## config.mk

```make
export PLATFORM = sky130hd
export DESIGN_NAME = exe_fwd_tracker
export DESIGN_NICKNAME = d
export VERILOG_FILES = /design/src/rtl/exe_fwd_tracker.sv
export SDC_FILE = /design/constraint.sdc
export NUM_CORES = 1
export LEC_CHECK = 0
export BUFFER_PORTS_ARGS = -buffer_cell sky130_fd_sc_hd__buf_2
export CELL_PAD_IN_SITES_DETAIL_PLACEMENT = 0
export CELL_PAD_IN_SITES_GLOBAL_PLACEMENT = 1
export CORE_ASPECT_RATIO = 1.1
export CORE_MARGIN = 2
export CORE_UTILIZATION = 38
export CTS_BUF_LIST = sky130_fd_sc_hd__clkbuf_4
export DETAILED_ROUTE_END_ITERATION = 16
export PLACE_DENSITY = 0.8
export SETUP_SLACK_MARGIN = 0.02
export SLEW_MARGIN = 25
export SYNTH_ARGS = -nofsm -noshare
export SYNTH_HDL_FRONTEND = slang
export SYNTH_SLANG_ARGS = --single-unit
```

## constraint.sdc

```tcl
create_clock -name clk -period 2.21 [get_ports clk]
set_input_delay 0.1105 -clock clk [delete_from_list [all_inputs] [get_ports clk]]
set_output_delay 0.1105 -clock clk [all_outputs]
set_load 0.02 [all_outputs]
```

## src/rtl/exe_fwd_tracker.sv

```systemverilog
// In-flight result tracker for EXE and later stages: forwarding lookup,
// load-use/VDOT-use hazard detection and register-file writeback from the last slot.
module exe_fwd_tracker #(
  parameter int XLEN       = 32,
  parameter int DEPTH      = 3,
  parameter int NUM_SRC    = 2,
  parameter int LOAD_STAGE = 1,
  parameter int VDOT_STAGE = 2
) (
  input  logic                    clk,
  input  logic                    rst,
  input  logic                    stall,
  input  logic                    flush,
  input  logic                    valid_exe,
  input  logic [XLEN-1:0]         pc_exe,
  input  logic [XLEN-1:0]         inst_exe,
  input  logic [4:0]              rd_exe,
  input  logic                    reg_write_exe,
  input  logic [1:0]              op_type_exe,
  input  logic [XLEN-1:0]         alu_out,
  input  logic [XLEN-1:0]         mem_data,
  input  logic [XLEN-1:0]         vdot_data,
  input  logic [5*NUM_SRC-1:0]    rs_addr,
  output logic [NUM_SRC-1:0]      fwd_hit,
  output logic [XLEN*NUM_SRC-1:0] fwd_data,
  output logic                    hazard_stall,
  output logic                    wb_valid,
  output logic [4:0]              wb_rd,
  output logic [XLEN-1:0]         wb_data,
  output logic [XLEN-1:0]         wb_pc
);

  localparam logic [1:0] OP_ALU  = 2'b00;
  localparam logic [1:0] OP_LOAD = 2'b01;
  localparam logic [1:0] OP_VDOT = 2'b10;
  localparam logic [1:0] OP_NONE = 2'b11;

  // Registered slots 1..DEPTH-1
  logic            r_valid     [1:DEPTH-1];
  logic [XLEN-1:0] r_pc        [1:DEPTH-1];
  logic [XLEN-1:0] r_inst      [1:DEPTH-1];
  logic [4:0]      r_rd        [1:DEPTH-1];
  logic            r_reg_write [1:DEPTH-1];
  logic [1:0]      r_op        [1:DEPTH-1];
  logic [XLEN-1:0] r_data      [1:DEPTH-1];

  // Unified view of all slots, slot 0 taken straight from the EXE inputs
  logic            s_valid     [DEPTH];
  logic [XLEN-1:0] s_pc        [DEPTH];
  logic [XLEN-1:0] s_inst      [DEPTH];
  logic [4:0]      s_rd        [DEPTH];
  logic            s_reg_write [DEPTH];
  logic [1:0]      s_op        [DEPTH];
  logic [XLEN-1:0] s_data      [DEPTH];
  logic [XLEN-1:0] s_eff       [DEPTH];
  logic            s_ready     [DEPTH];
  logic [NUM_SRC-1:0] haz;

  always_comb begin
    s_valid[0]     = valid_exe;
    s_pc[0]        = pc_exe;
    s_inst[0]      = inst_exe;
    s_rd[0]        = rd_exe;
    s_reg_write[0] = reg_write_exe;
    s_op[0]        = op_type_exe;
    s_data[0]      = (op_type_exe == OP_ALU) ? alu_out : '0;
    for (int k = 1; k < DEPTH; k++) begin
      s_valid[k]     = r_valid[k];
      s_pc[k]        = r_pc[k];
      s_inst[k]      = r_inst[k];
      s_rd[k]        = r_rd[k];
      s_reg_write[k] = r_reg_write[k];
      s_op[k]        = r_op[k];
      s_data[k]      = r_data[k];
    end
  end

  // Late results are spliced in at the slot where they first become valid
  always_comb begin
    for (int k = 0; k < DEPTH; k++) begin
      s_eff[k] = s_data[k];
      if (k == LOAD_STAGE && s_op[k] == OP_LOAD)
        s_eff[k] = mem_data;
      else if (k == VDOT_STAGE && s_op[k] == OP_VDOT)
        s_eff[k] = vdot_data;
      case (s_op[k])
        OP_ALU:  s_ready[k] = 1'b1;
        OP_LOAD: s_ready[k] = (k >= LOAD_STAGE);
        OP_VDOT: s_ready[k] = (k >= VDOT_STAGE);
        default: s_ready[k] = 1'b0;
      endcase
    end
  end

  always_ff @(posedge clk or negedge rst) begin
    if (!rst) begin
      for (int k = 1; k < DEPTH; k++) begin
        r_valid[k]     <= 1'b0;
        r_pc[k]        <= '0;
        r_inst[k]      <= '0;
        r_rd[k]        <= '0;
        r_reg_write[k] <= 1'b0;
        r_op[k]        <= '0;
        r_data[k]      <= '0;
      end
    end else if (!stall) begin
      for (int k = 1; k < DEPTH; k++) begin
        r_valid[k]     <= (k == 1) ? (valid_exe & ~flush) : s_valid[k-1];
        r_pc[k]        <= s_pc[k-1];
        r_inst[k]      <= s_inst[k-1];
        r_rd[k]        <= s_rd[k-1];
        r_reg_write[k] <= s_reg_write[k-1];
        r_op[k]        <= s_op[k-1];
        r_data[k]      <= s_eff[k-1];
      end
    end
  end

  // Scan oldest to youngest so the youngest match overwrites; a not-ready
  // youngest match hides any older producer of the same register.
  always_comb begin
    fwd_hit  = '0;
    fwd_data = '0;
    haz      = '0;
    for (int i = 0; i < NUM_SRC; i++) begin
      for (int k = DEPTH - 1; k >= 0; k--) begin
        if (s_valid[k] && s_reg_write[k] && s_rd[k] == rs_addr[5*i +: 5] &&
            s_rd[k] != 5'd0 && s_op[k] != OP_NONE) begin
          fwd_hit[i]               = s_ready[k];
          fwd_data[i*XLEN +: XLEN] = s_ready[k] ? s_eff[k] : '0;
          haz[i]                   = ~s_ready[k];
        end
      end
    end
  end

  assign hazard_stall = |haz;

  assign wb_valid = s_valid[DEPTH-1] & s_reg_write[DEPTH-1] & (s_op[DEPTH-1] != OP_NONE);
  assign wb_rd    = s_rd[DEPTH-1];
  assign wb_data  = s_eff[DEPTH-1];
  assign wb_pc    = s_pc[DEPTH-1];

  // The instruction word travels with its slot but nothing consumes it past the last slot
  logic unused_inst;
  assign unused_inst = ^s_inst[DEPTH-1];

endmodule

```

* Word-level counts from Yosys, hierarchy flattened
Index checks and enable logic that the tools add are counted.
** Operators by class
- Eq/ne operators :: 12
- Muxes and demuxes :: 27
- Bitwise gates (word level) :: 7
- Reductions and logical operators :: 30
** Operator list (number)
- $mux W32 :: 12
- $eq A5 B5 Y1 :: 6
- $logic_and A1 B1 Y1 :: 21
- $mux W1 :: 15
- $reduce_bool A5 Y1 :: 3
- $logic_not A2 Y1 :: 3
- $ne A2 B2 Y1 const B :: 3
- $eq A2 B1 Y1 const B :: 2
- $not A1 Y1 :: 4
- $reduce_or A2 Y1 :: 2
- $and A1 B1 Y1 :: 3
- $reduce_or A3 Y1 :: 1
- $eq A2 B2 Y1 const B :: 1
** Storage, ports and cells
- Flip-flop bits (word level) :: 146
- Input bits :: 183
- Output and inout port bits :: 137
- Word-level logic and storage cells :: 88

* Logic depth before layout (Yosys ltp)
- Depth in word-level cells :: 8
- Gate-level depth with buffers :: 7

* Least setup slack after synthesis
OpenSTA, ideal clock, no wires.
- Kind :: register to output
- From :: register r_rd[8] (netlist bit)
- To :: output fwd_hit[1]
- Arrival :: 2.010 ns
- Slack :: 0.089 ns
- Cell stages (with the launch flop) :: 6
- Buffers on the path :: 0
- Cell sequence :: dfrtp_1 xor2_1 nor3_2 or4b_4 mux2i_1 o21ai_0
** On the way
- Longest elaborated chain between the ends :: 6
- Elaborated cells on any way between the ends :: 7
- Classes of those cells :: eq/ne (1); mux (2); reduce/logical (4)
** Ends and longest elaborated chain
- start, declared :: RTL line 42 : logic [4:0] r_rd [1:DEPTH-1];
- start signal, assigned by index :: RTL line 111 : r_rd[k] <= s_rd[k-1];
- $eq A5 B5 Y1 :: RTL line 127 : if (s_valid[k] && s_reg_write[k] && s_rd[k] == rs_addr[5*i +: 5] &&
- $logic_and A1 B1 Y1 :: RTL line 127
- $logic_and A1 B1 Y1 (*) :: RTL line 127
- $logic_and A1 B1 Y1 (*) :: RTL line 128 : s_rd[k] != 5'd0 && s_op[k] != OP_NONE) begin
- $mux W1 (*) (2 in series) :: RTL line 127
- end, declared :: RTL line 24 : output logic [NUM_SRC-1:0] fwd_hit,
Every way passes the cells marked *; elsewhere a longest branch is shown, timed or not.

* Worst setup path after layout
- From :: register r_rd[7] (netlist bit)
- To :: output fwd_data[42]
** On the way
- Longest elaborated chain between the ends :: 6
- Elaborated cells on any way between the ends :: 7
- Classes of those cells :: eq/ne (1); mux (2); reduce/logical (4)
** Ends and longest elaborated chain
- $eq A5 B5 Y1 :: RTL line 127
- $logic_and A1 B1 Y1 :: RTL line 127
- $logic_and A1 B1 Y1 (*) :: RTL line 127
- $logic_and A1 B1 Y1 (*) :: RTL line 128
- $mux W32 (*) (2 in series) :: RTL line 127
- end, declared :: RTL line 25 : output logic [XLEN*NUM_SRC-1:0] fwd_data,
Marked as above.

==> impl_metrics.ini <==
[worst_hold_path]
hold_class = in -> async

[global_route]
track_usage = 0.221
gr-total-overflow = 0
use_met2 = 0.391
grt_pass1_vias = 7774
use_met1 = 0.274
grtUsageMet3 = 0.0438
antenna_found_initial = 2
busiest_layer = met2
grt_start_max_net_pins = 96
grt_pass1_wl_mm = 41.5

[clock_network]
clkTransAtPathRegs_ps = 160
clock_sinks = 146
cts_tree = built
cts_made_buffers = 17
htreeDepth = 4
clkLatencyLatePin_ps = 550
clockBufferDepth = 2
clockRootBuffer = clkbuf_4

[worst_setup_path]
cp_cell_sequence = or4_4 -> nor2_4 -> or4b_4 -> nand3b_4 -> buf_12 -> o221ai_1 -> buf_4
critPathMaxStageDelay_ps = 560
crit_fanout = 22
startpoint_type = flop
cp_slowest_cell = or4_4
cp-end-kind = output pin
r2r_slack_ps = 100
cp.arrival_ps = 2620
critical_path_class = reg -> out
required_ps = 2100

[pwr]
power.share.switching = 0.349
p_switching_uw = 2590
pwr-share-clk = 0.244
power_frac_comb = 0.335
p_leak_uw = 0.00574
p_int_uw = 4830
power.density_nw_per_um2 = 587
peakVddDrop_v = 0.000332
seqPwrFrac = 0.421

[sta]
rsz0062_at_grt = yes
fmax_ghz = 0.366
layout_setup_ws_ps = -523
layout_min_cycle_time_ps = 2730
finClkSkew_ps = 25.8
timing.slew.headroom = 0.621
timing.hold.ws_ps = 75.3
drv_slew = 0
max_slew.worst_pin.slew_ps = 564
hold_viol = 0
setup_viol = 67
fin_crit_sh = 1.24

[layout]
area_growth_pct = 48.9
fill_cells = 1888
drive_above_1_share = 0.482
post-route-util = 0.574
final_nets = 1387

[placement]
place_congestion = 0.817
hpwl_mm = 16.8
port_buffers = 287

[yosys]
synth_adder_area_share = 0
synth.most_common_cell = dfrtp_1
synth_top_cell_area_share = 0.430
synth_compound_area_frac = 0.113
synth_top_area_cell = dfrtp_1
synth_top_family_by_area = multiplexers
synthTopCellsByArea = dfrtp_1 43%, mux2_2 12%, mux2i_1 7.2%
synth_xor_area_frac = 0.0309
synth.avg_cell_area_um2 = 9.93
synthTopCellsByCount = 146 x dfrtp_1, 88 x mux2_2, 77 x nand2_1, 73 x buf_4, 71 x nand3_1
yosys.area_share.simple = 0.115
synth_cell_types = 33
ys_seq_area_frac = 0.430
syn-num-nets = 1038
yosys_warnings = 0
synth_flop_cell = dfrtp_1
synth_seq_cells = 146
synth_cells = 855
synth_edf_count = 0
synth.area.mux_share = 0.189
async_flop_share = 1.00
syn_area_um2 = 8490

[floorplanning]
dieHeight_um = 161
start_util = 0.385
rows = 57
core-area_um2 = 22000
die-area_um2 = 23600
die_x_um = 147
io_pins = 320

[drt]
drtPass1Iterations = 7
vias = 7747
drtAntennaViolNets = 0
wl_per_cell_um = 18.0
drc = 0
routed_wl_mm = 27.3
drt_iter0_drc = 324
viasPerCell = 5.12

[outcome]
violations = setup timing
run_status = finished, violations left

[run]
maxCapViolCount = 0
-- power groups by stage --
| stage | combinational, µW | sequential (µW) | clock [µW] |
|---|---|---|---|
| after floorplan | 1390 | 3130 | 0 |
| after global placement | 1770 | 3150 | 0 |
| after detailed placement | 1790 | 3170 | 0 |
| after CTS | 2150 | 3120 | 1910 |
| after global routing | 2660 | 3170 | 2010 |
| final | 2490 | 3130 | 1810 |
-- sequential cells by signal (all words and copies together), names as in the netlist --
| register | count |
|---|---|
| r_data | 64 |
| r_op | 4 |
| r_pc | 32 |
| r_rd | 5 |
| r_reg_write | 2 |
| r_valid | 2 |
| wb_pc | 32 |
| wb_rd | 5 |
-- worst max-delay path: cells and delay by family, from the launching register on --
family | cells | cell delay, ps
and+or+nand+nor | 4 | 990
buffers and inverters | 2 | 380
DFF | 1 | 470
AOI/OAI and AO/OA | 1 | 230
-- final cells by class --
cell class,instances,area (µm²),share of cell area
diodes,2,5.00,0.000396
clock buffers,17,128,0.0101
clock inverters,15,170,0.0135
inverters,66,248,0.0196
multi-input cells,514,4430,0.350
flip-flops and latches,146,3660,0.289
well taps,295,369,0.0292
repair buffers,459,3630,0.287
-- stage by stage --
| step | instance area, µm² | total power, µW | std cells | setup slack [ps] | setup TNS (ps) |
|---|---|---|---|---|---|
| 6_report | 12600 | 7430 | 1514 | -523 | -30620 |
| 3_5_place_dp | 9980 | 4960 | 1344 | -58.8 | -1230 |
| 3_3_place_gp | 9980 | 4930 | 1344 | -50.2 | -50.2 |
| 2_1_floorplan | 8490 | 4520 | 855 | 89.3 | 0 |
| 4_1_cts | 11900 | 7180 | 1497 | -582 | -37160 |
| 5_1_grt | 12600 | 7840 | 1513 | -700 | -43160 |
-- metal layers --
metal,share of wire,wire length (µm),up-vias
met5,0,0,-
met4,0.023,623,0
li1,-,-,3639
met1,0.41,11200,3775
met2,0.52,14200,285
met3,0.050,1350,48
-- worst paths after layout --
check	startpoint	endpoint	depth (start not counted)
setup / recovery	r_rd[7]	fwd_data[42]	7
hold / removal	rst	r_pc[34]	2
setup reg to reg	r_op[3]	r_data[25]	6
hold reg to reg	r_data[61]	r_data[61]	2
max in group asynchronous	rst	r_data[19]	3
min in group clk	stall	wb_pc[10]	2
-- kinds of logic after synthesis --
kind of cell | count (synthesis)
compound gates | 131
mux | 149
flops | 146
buf+inv | 195
xor+xnor | 30
simple gates | 204
-- cell usage in the layout, fill, tap and decap left out, types with 2 or more instances in the layout --
cell type / n
buf_2: 199
nor2b_4: 2
inv_1: 50
nand4_1: 2
or4_1: 3
mux2i_4: 6
xor2_1: 3
mux2i_1: 54
o221ai_1: 36
clkbuf_16: 2
buf_4: 84
dfrtp_1: 142
dlygate4sd3_1: 113
nor4_2: 4
a21oi_4: 15
xnor2_1: 26
inv_6: 6
mux2_2: 88
buf_6: 44
buf_8: 2
a21oi_2: 13
nand3_1: 70
clkinv_1: 2
o221ai_2: 27
o21ai_0: 34
inv_8: 3
inv_2: 16
bufinv_16: 2
nand2_1: 77
nor2_2: 7
clkbuf_4: 17
diode_2: 2
buf_12: 15
dfrtp_2: 4
nor2_4: 14
or4_4: 2
nor2_1: 14
-- repair_timing --
action / CTS / global route
gates cloned: 3 / 3
setup endpoints to repair: 88 / 101
setup buffers: 5 / 15
hold buffers: 113 / 0
resized for setup: 94 / 182
hold endpoints to repair: 251 / 0
pin swaps: 1 / 9
Power figures use the tool's default switching activity.
